$ cat src/rtl/breath_ctrl.sv
// breath_ctrl: LED "breathing" controller with PWM drive and colour cycling.
// Duty ramps 0 -> DUTY_MAX, holds, ramps back to 0, holds, then the colour
// index advances and the next breath starts while en_i stays high.
//
// Ports:
//   clk_i        single clock, rising edge
//   rst_i        synchronous active-high reset
//   en_i         run enable, sampled in IDLE and at the HOLD_LO exit
//   duty_o       current brightness duty (0..DUTY_MAX)
//   pwm_o        registered PWM drive, (pwm_cnt < duty) over a 255 period
//   color_idx_o  colour index 0..5
//   color_adv_o  one-cycle pulse following each colour advance
//   phase_o      state code: IDLE=0 RAMP_UP=1 HOLD_HI=2 RAMP_DOWN=3 HOLD_LO=4
//   busy_o       high whenever the FSM is not in IDLE
module breath_ctrl #(
  parameter int unsigned STEP_CYC = 4,
  parameter int unsigned HOLD_CYC = 8,
  parameter int unsigned DUTY_MAX = 255
) (
  input  logic       clk_i,
  input  logic       rst_i,
  input  logic       en_i,
  output logic [7:0] duty_o,
  output logic       pwm_o,
  output logic [2:0] color_idx_o,
  output logic       color_adv_o,
  output logic [2:0] phase_o,
  output logic       busy_o
);

  typedef enum logic [2:0] {
    IDLE    = 3'd0,
    RAMP_UP = 3'd1,
    HOLD_HI = 3'd2,
    RAMP_DN = 3'd3,
    HOLD_LO = 3'd4
  } state_t;

  localparam logic [15:0] STEP_LAST = 16'(STEP_CYC - 1);
  localparam logic [15:0] HOLD_LAST = 16'(HOLD_CYC - 1);
  localparam logic [7:0]  DMAX      = 8'(DUTY_MAX);
  localparam logic [7:0]  PWM_LAST  = 8'd254;

  // The state register is plain logic so that codes 5..7 are
  // representable and can be recovered from.
  logic [2:0]  state_q;
  logic [2:0]  state_d;
  logic [15:0] step_q;
  logic [15:0] step_d;
  logic [15:0] hold_q;
  logic [15:0] hold_d;
  logic [7:0]  duty_q;
  logic [7:0]  duty_d;
  logic [7:0]  pwm_cnt_q;
  logic [7:0]  pwm_cnt_d;
  logic        pwm_q;
  logic        pwm_d;
  logic [2:0]  color_q;
  logic [2:0]  color_d;
  logic        adv_q;
  logic        adv_d;

  logic        tick;
  logic        hold_done;
  logic        in_ramp;
  logic        in_hold;

  assign tick      = (step_q == STEP_LAST);
  assign hold_done = (hold_q == HOLD_LAST);
  assign in_ramp   = (state_q == RAMP_UP) ||
                     (state_q == RAMP_DN);
  assign in_hold   = (state_q == HOLD_HI) ||
                     (state_q == HOLD_LO);

  // Next state, duty and colour.
  always_comb begin
    state_d = state_q;
    duty_d  = duty_q;
    color_d = color_q;
    adv_d   = 1'b0;
    unique case (state_q)
      IDLE: begin
        if (en_i) begin
          state_d = RAMP_UP;
          duty_d  = 8'd0;
        end
      end
      RAMP_UP: begin
        if (tick) begin
          // Saturate at DMAX; reaching it leaves the ramp.
          if (duty_q >= DMAX - 8'd1) begin
            duty_d  = DMAX;
            state_d = HOLD_HI;
          end else begin
            duty_d = duty_q + 8'd1;
          end
        end
      end
      HOLD_HI: begin
        if (hold_done) begin
          state_d = RAMP_DN;
        end
      end
      RAMP_DN: begin
        if (tick) begin
          // Floor at zero; reaching it leaves the ramp.
          if (duty_q <= 8'd1) begin
            duty_d  = 8'd0;
            state_d = HOLD_LO;
          end else begin
            duty_d = duty_q - 8'd1;
          end
        end
      end
      HOLD_LO: begin
        if (hold_done) begin
          color_d = (color_q == 3'd5) ? 3'd0
                                      : color_q + 3'd1;
          adv_d   = 1'b1;
          duty_d  = 8'd0;
          state_d = en_i ? RAMP_UP : IDLE;
        end
      end
      default: begin
        // Unused codes fall back to IDLE; duty is left alone
        // and is cleared on the next RAMP_UP entry.
        state_d = IDLE;
      end
    endcase
  end

  // Prescaler and hold counter restart on every state entry.
  always_comb begin
    step_d = 16'd0;
    hold_d = 16'd0;
    if (state_d == state_q) begin
      if (in_ramp) begin
        step_d = tick ? 16'd0 : step_q + 16'd1;
      end
      if (in_hold) begin
        hold_d = hold_q + 16'd1;
      end
    end
  end

  // Free-running PWM period and compare on pre-edge values.
  always_comb begin
    pwm_cnt_d = (pwm_cnt_q == PWM_LAST) ? 8'd0
                                        : pwm_cnt_q + 8'd1;
    pwm_d     = (pwm_cnt_q < duty_q);
  end

  always_ff @(posedge clk_i) begin
    if (rst_i) begin
      state_q   <= IDLE;
      step_q    <= 16'd0;
      hold_q    <= 16'd0;
      duty_q    <= 8'd0;
      pwm_cnt_q <= 8'd0;
      pwm_q     <= 1'b0;
      color_q   <= 3'd0;
      adv_q     <= 1'b0;
    end else begin
      state_q   <= state_d;
      step_q    <= step_d;
      hold_q    <= hold_d;
      duty_q    <= duty_d;
      pwm_cnt_q <= pwm_cnt_d;
      pwm_q     <= pwm_d;
      color_q   <= color_d;
      adv_q     <= adv_d;
    end
  end

  assign duty_o      = duty_q;
  assign pwm_o       = pwm_q;
  assign color_idx_o = color_q;
  assign color_adv_o = adv_q;
  assign phase_o     = state_q;
  assign busy_o      = (state_q != IDLE);

endmodule

$ cat config.mk
export PLATFORM = sky130hd
export DESIGN_NAME = breath_ctrl
export DESIGN_NICKNAME = d
export VERILOG_FILES = /design/src/rtl/breath_ctrl.sv
export SDC_FILE = /design/constraint.sdc
export NUM_CORES = 1
export LEC_CHECK = 0
export CAP_MARGIN = 20
export CORE_ASPECT_RATIO = 1.1
export CORE_MARGIN = 2
export CORE_UTILIZATION = 40
export CTS_BUF_LIST = sky130_fd_sc_hd__clkbuf_8
export CTS_CLUSTER_SIZE = 24
export DETAILED_ROUTE_END_ITERATION = 10
export GPL_TIMING_DRIVEN = 0
export SLEW_MARGIN = 25
export SYNTH_ARGS = -nofsm -noshare
export SYNTH_HDL_FRONTEND = slang
export SYNTH_SLANG_ARGS = --single-unit
export TNS_END_PERCENT = 5
$ cat constraint.sdc
create_clock -name clk_i -period 2.9 [get_ports clk_i]
set_input_delay 0.435 -clock clk_i [delete_from_list [all_inputs] [get_ports clk_i]]
set_output_delay 0.435 -clock clk_i [all_outputs]
set_load 0.05 [all_outputs]
After elaboration in Yosys (flattened, before gate mapping)
Index checks and enable logic that the tools add are counted.
{ "totals": {"register_bits": 56, "output_inout_bits": 17, "wordCells": 63} }
{ "op_classes": {"add_sub_neg": 6, "n_lt_le_gt_ge": 3, "n_eq_ne": 13, "n_mux": 18, "bitwise": 4, "reduce_logical": 11} }
{ "op_table": {"columns": ["cell", "count"], "rows": [
  ["$mux 8", 6],
  ["$add 16x1->16 const B", 2],
  ["$pmux 8 s4", 1],
  ["$mux 3", 8],
  ["$add 8x1->8 const B", 2],
  ["$eq 16x2->1 const B", 1],
  ["$eq 16x3->1 const B", 1],
  ["$pmux 3 s5", 1],
  ["$eq 8x8->1 const B", 1],
  ["$ge 8x8->1 const B", 1],
  ["$le 8x1->1 const B", 1],
  ["$lt 8x8->1", 1],
  ["$ne 2x2->1 const B", 4],
  ["$sub 8x1->8 const B", 1],
  ["$eq 3x2->1 const B", 2],
  ["$eq 3x3->1 const B", 2],
  ["$reduce_and 5->1", 1],
  ["$not 1->1", 4],
  ["$reduce_bool 4->1", 1],
  ["$reduce_or 2->1", 2],
  ["$reduce_or 4->1", 1],
  ["$add 3x1->3 const B", 1],
  ["$eq 3x1->1 const B", 1],
  ["$eq 3x3->1", 1],
  ["other kinds (6)", 8]
]} }

Longest topological paths before layout
{ "depth": {"depth_word": 7, "depth_mapped": 8} }

Least setup slack after synthesis
Ideal clock, no wire load.
{ "synth_timing": {"path_type": "register to register", "start": "register duty_q[1] (netlist: duty_o[1])", "end": "register state_q[0] (netlist: phase_o[0])", "setup_time_ns": 0.095, "t_arrival_ns": 2.175, "t_required_ns": 2.805, "slack_ns": 0.630, "stages_incl_launch_ff": 8, "n_path_buf": 0, "synth_period_minus_slack_ns": 2.270, "path_cell_list": "dfxtp_1 > inv_1 > ha_1 > nor2_1 > nor4_1 > a21bo_2 > a21o_1 > a221oi_1"} }
{ "synth_via": {"elab_chain_len": 4, "elab_cells_between_ends": 7, "cone_classes": "2 x order compare; 5 x mux"} }
{ "synth_rtl": {"columns": ["element", "line", "text"], "rows": [
  ["start, declared", "52", "logic [7:0] duty_q;"],
  ["start signal, assigned", "167", "duty_q <= duty_d;"],
  ["$le 8x1->1 or $ge 8x8->1 (tied branches)", "107, 91", null],
  ["$mux 3, on equally long branches", "107, 91", null],
  ["$mux 3, on equally long branches", "105, 89", null],
  ["$pmux 3 s5 (*)", "81", "unique case (state_q)"],
  ["end signal, assigned", "164", "state_q <= state_d;"],
  ["end, declared", "46", "logic [2:0] state_q;"]
]} }
Every way passes the cells marked *; elsewhere a longest branch is shown, timed or not.
A chain may end at the register's enable or synchronous reset.

Worst setup path in the final report
{ "layout_timing": {"start": "register state_q[2] (netlist: phase_o[2])", "end": "output busy_o"} }
{ "layout_via": {"elab_chain_len": 1} }
{ "layout_rtl": {"columns": ["element", "line", "text"], "rows": [
  ["$reduce_bool 3->1", "180", "assign busy_o = (state_q != IDLE);"],
  ["end, declared", "28", "output logic busy_o"]
]} }
No other way between the ends.

==> flow_metrics.env <==
export IMPL_status="finished clean"
export IMPL_initial_utilization_pct=41.1
export IMPL_dp_slack_ns=0.626
export IMPL_yosys_area_share_simple_pct=27.2
export IMPL_diodes=0
export IMPL_drv_cap=0
export IMPL_gr_usage_all_layers_pct=17.2
export IMPL_powerDensity_mw_per_mm2=409
export IMPL_post_cts_buffers=0
export IMPL_rsz0062_at_grt="no"
export IMPL_remaining_drc_errors=0
export IMPL_cts_made_buffers=5
export IMPL_avgSynthCellArea_sq_um=8.39
export IMPL_io_buffers=18
export IMPL_drive_gt1_share_pct=6.92
export IMPL_fin_cells=477
export IMPL_fin_crit_sh_pct=86.7
export IMPL_crit_type="register to output port"
export IMPL_worst_ep_required_time_ns=2.47
export IMPL_synth_area_leader_cell="dfxtp_1"
export IMPL_worst_pin_slew_ns=0.605
export IMPL_syn_nets=382
export IMPL_htree_levels=2
export IMPL_timing_critical_path_cells="clkbuf_1 -> or3_1 -> clkdlybuf4s50_1"
export IMPL_ios=20
export IMPL_ys_warn_count=0
export IMPL_drt_total_wl_um=6760
export IMPL_clk_latency_ns=0.32
export IMPL_dieArea_sq_mm=0.00835
export IMPL_cp_buffers_inverters=2
export IMPL_dr_pass1_iters=5
export IMPL_ant_nets=0
export IMPL_root_buffer="clkbuf_8"
export IMPL_yosysSeqAreaShare_pct=36.7
export IMPL_fmax_ghz=0.398
export IMPL_end_kind="output port"
export IMPL_synth_distinct_cells=56
export IMPL_synthMuxAreaShare_pct=0.656
export IMPL_setup_viol=0
export IMPL_antenna_found_initial=0
export IMPL_fill_cells=724
export IMPL_vias_per_cell=5.61
export IMPL_p_leak_nw=1.20
export IMPL_drv_slew=0
export IMPL_cts_tree="built"
export IMPL_dpl_hpwl_um=4950
export IMPL_die_h_um=95.6
export IMPL_synth_cells=364
export IMPL_grt_pass1_vias=2499
export IMPL_crit_fanout=10
export IMPL_final_core_util_pct=46.2
export IMPL_routedWlPerCell_um=14.2
export IMPL_max_stage_delay_ns=0.79
export IMPL_synth_edf_count=0
export IMPL_cp_start_kind="register"
export IMPL_place_area_sq_mm=0.00334
export IMPL_final_area_sq_mm=0.00343
export IMPL_first_iter_violations=140
export IMPL_postCtsHoldBufs=0
export IMPL_syn_area_sq_mm=0.00305
export IMPL_hold_class="register to register"
export IMPL_synth_xor_area_share_pct=9.18
export IMPL_core_area_sq_mm=0.00743
export IMPL_die_w_um=87.3
export IMPL_synthToLayoutAreaGrowth_pct=12.4
export IMPL_cpLargestDelayFamily="buffers and inverters"
export IMPL_cpMaxStageDelayCell="clkdlybuf4s50_1"
export IMPL_ir_drop_v=0.000183
export IMPL_grt_remaining_overflow=0
export IMPL_relSlewSlack_pct=59.5
export IMPL_postCtsResizedCells=0
export IMPL_fin_crit_ns=2.52
export IMPL_synth_area_leaders="dfxtp_1, nor2_1, ha_1, xor2_1, xnor2_1"
export IMPL_via_count=2677
export IMPL_synth_seq_cells=56
export IMPL_grt_first_pass_wirelength_um=11600
export IMPL_fin_nets=407
export IMPL_numClockSinks=56
export IMPL_grt_max_degree=19
export IMPL_worst_slack_ns=0.385
export IMPL_rows=33
export IMPL_synth_fa_ha_area_share_pct=6.15
export IMPL_fin_setup_tns_ns=0
export IMPL_synth_top_family_by_area="simple AND/OR/NAND/NOR gates"
export IMPL_placedCellCount=469
export IMPL_skew_ns=0.00975
export IMPL_synthArstFlopShare_pct=0
export IMPL_clockBufferDepth=2
export IMPL_hold_viol=0
export IMPL_ys_flop_type="dfxtp_1"
export IMPL_worstPathArrival_ns=2.08
export IMPL_cts_clk_slew_worst_paths_ns=0.10
export IMPL_synth_compound_area_share_pct=15.8
export IMPL_yosysTopAreaCellShare_pct=36.7
export IMPL_gp_congestion=0.858
-- cell type report --
type	count	area [sq um]	share of cell area [%]
multi-input combinational	276	1800	52.5
timing repair buffer	18	180	5.25
tap	87	109	3.17
inverter	18	67.6	1.97
clock inverter	3	21.3	0.620
buffer	14	62.6	1.82
clock buffer	5	68.8	2.01
sequential	56	1120	32.7
-- cell families after synthesis --
logic type      after synthesis
mux                           2
buf+inv                      32
fa+ha+maj                    15
compound gates               68
simple gates                159
flops                        56
xor+xnor                     32
-- report_power, final --
group	internal [mW]	total, mW	switching, mW	leakage [nW]
Combinational	0.0578	0.162	0.104	0.700
Sequential	0.781	0.794	0.0136	0.453
Clock	0.172	0.446	0.274	0.0445
Total	1.01	1.40	0.392	1.20
-- per-stage QoR --
| stage | power, mW | hold WS [ns] |
|---|---|---|
| after floorplan | 0.927 | 0.430 |
| after global placement | 0.973 | 0.437 |
| after detailed placement | 0.973 | 0.450 |
| after CTS | 1.42 | 0.475 |
| after global routing | 1.47 | 0.519 |
| final | 1.40 | 0.469 |
-- synth_stat cells (8+ instances only) --
library cell	n
dfxtp_1	56
xor2_1	19
nor4_1	8
o21ai_0	11
xnor2_1	13
a31oi_1	9
nand2_1	23
nand4_1	9
inv_1	18
or3_1	8
a21oi_1	12
nor2_1	53
ha_1	15
clkbuf_1	8
nand3_1	18
-- routing by layer --
| metal | GRT usage (%) | wire length [um] | vias up |
|---|---|---|---|
| met5 | 0 | 0 | - |
| met4 | 6.03 | 102 | 0 |
| met3 | 2.94 | 274 | 8 |
| met2 | 28.7 | 3220 | 66 |
| met1 | 22.3 | 3160 | 1243 |
| li1 | - | - | 1360 |
-- path summary, 6_finish.rpt --
path                   start        end  slack (ns)  depth (start not counted)
hold / removal     hold_q[0]  hold_q[0]        0.47                          1
hold reg to reg    hold_q[0]  hold_q[0]        0.47                          1
setup / recovery  phase_o[2]     busy_o        0.38                          3
setup reg to reg   step_q[0]  step_q[7]        0.63                          8
-- state kept, by name, indices dropped and copies added (netlist names) --
register and cells:
pwm_o 1, color_idx_o 3, color_adv_o 1, hold_q 16
pwm_cnt_q 8, step_q 16, duty_o 8, phase_o 3
-- layout by cell type (no fill, tap or decap), types with 5 or more instances in the layout --
master,count
dfxtp_1,56
nor2_1,53
nand2_1,23
xor2_1,19
inv_1,18
nand3_1,18
clkdlybuf4s50_1,18
ha_1,15
xnor2_1,13
a21oi_1,12
o21ai_0,11
a31oi_1,9
nand4_1,9
clkbuf_1,8
or3_1,8
nor4_1,8
and3_1,7
and4_1,5
o31ai_1,5
clkbuf_8,5
No activity file was read; power rests on OpenSTA's default activity.
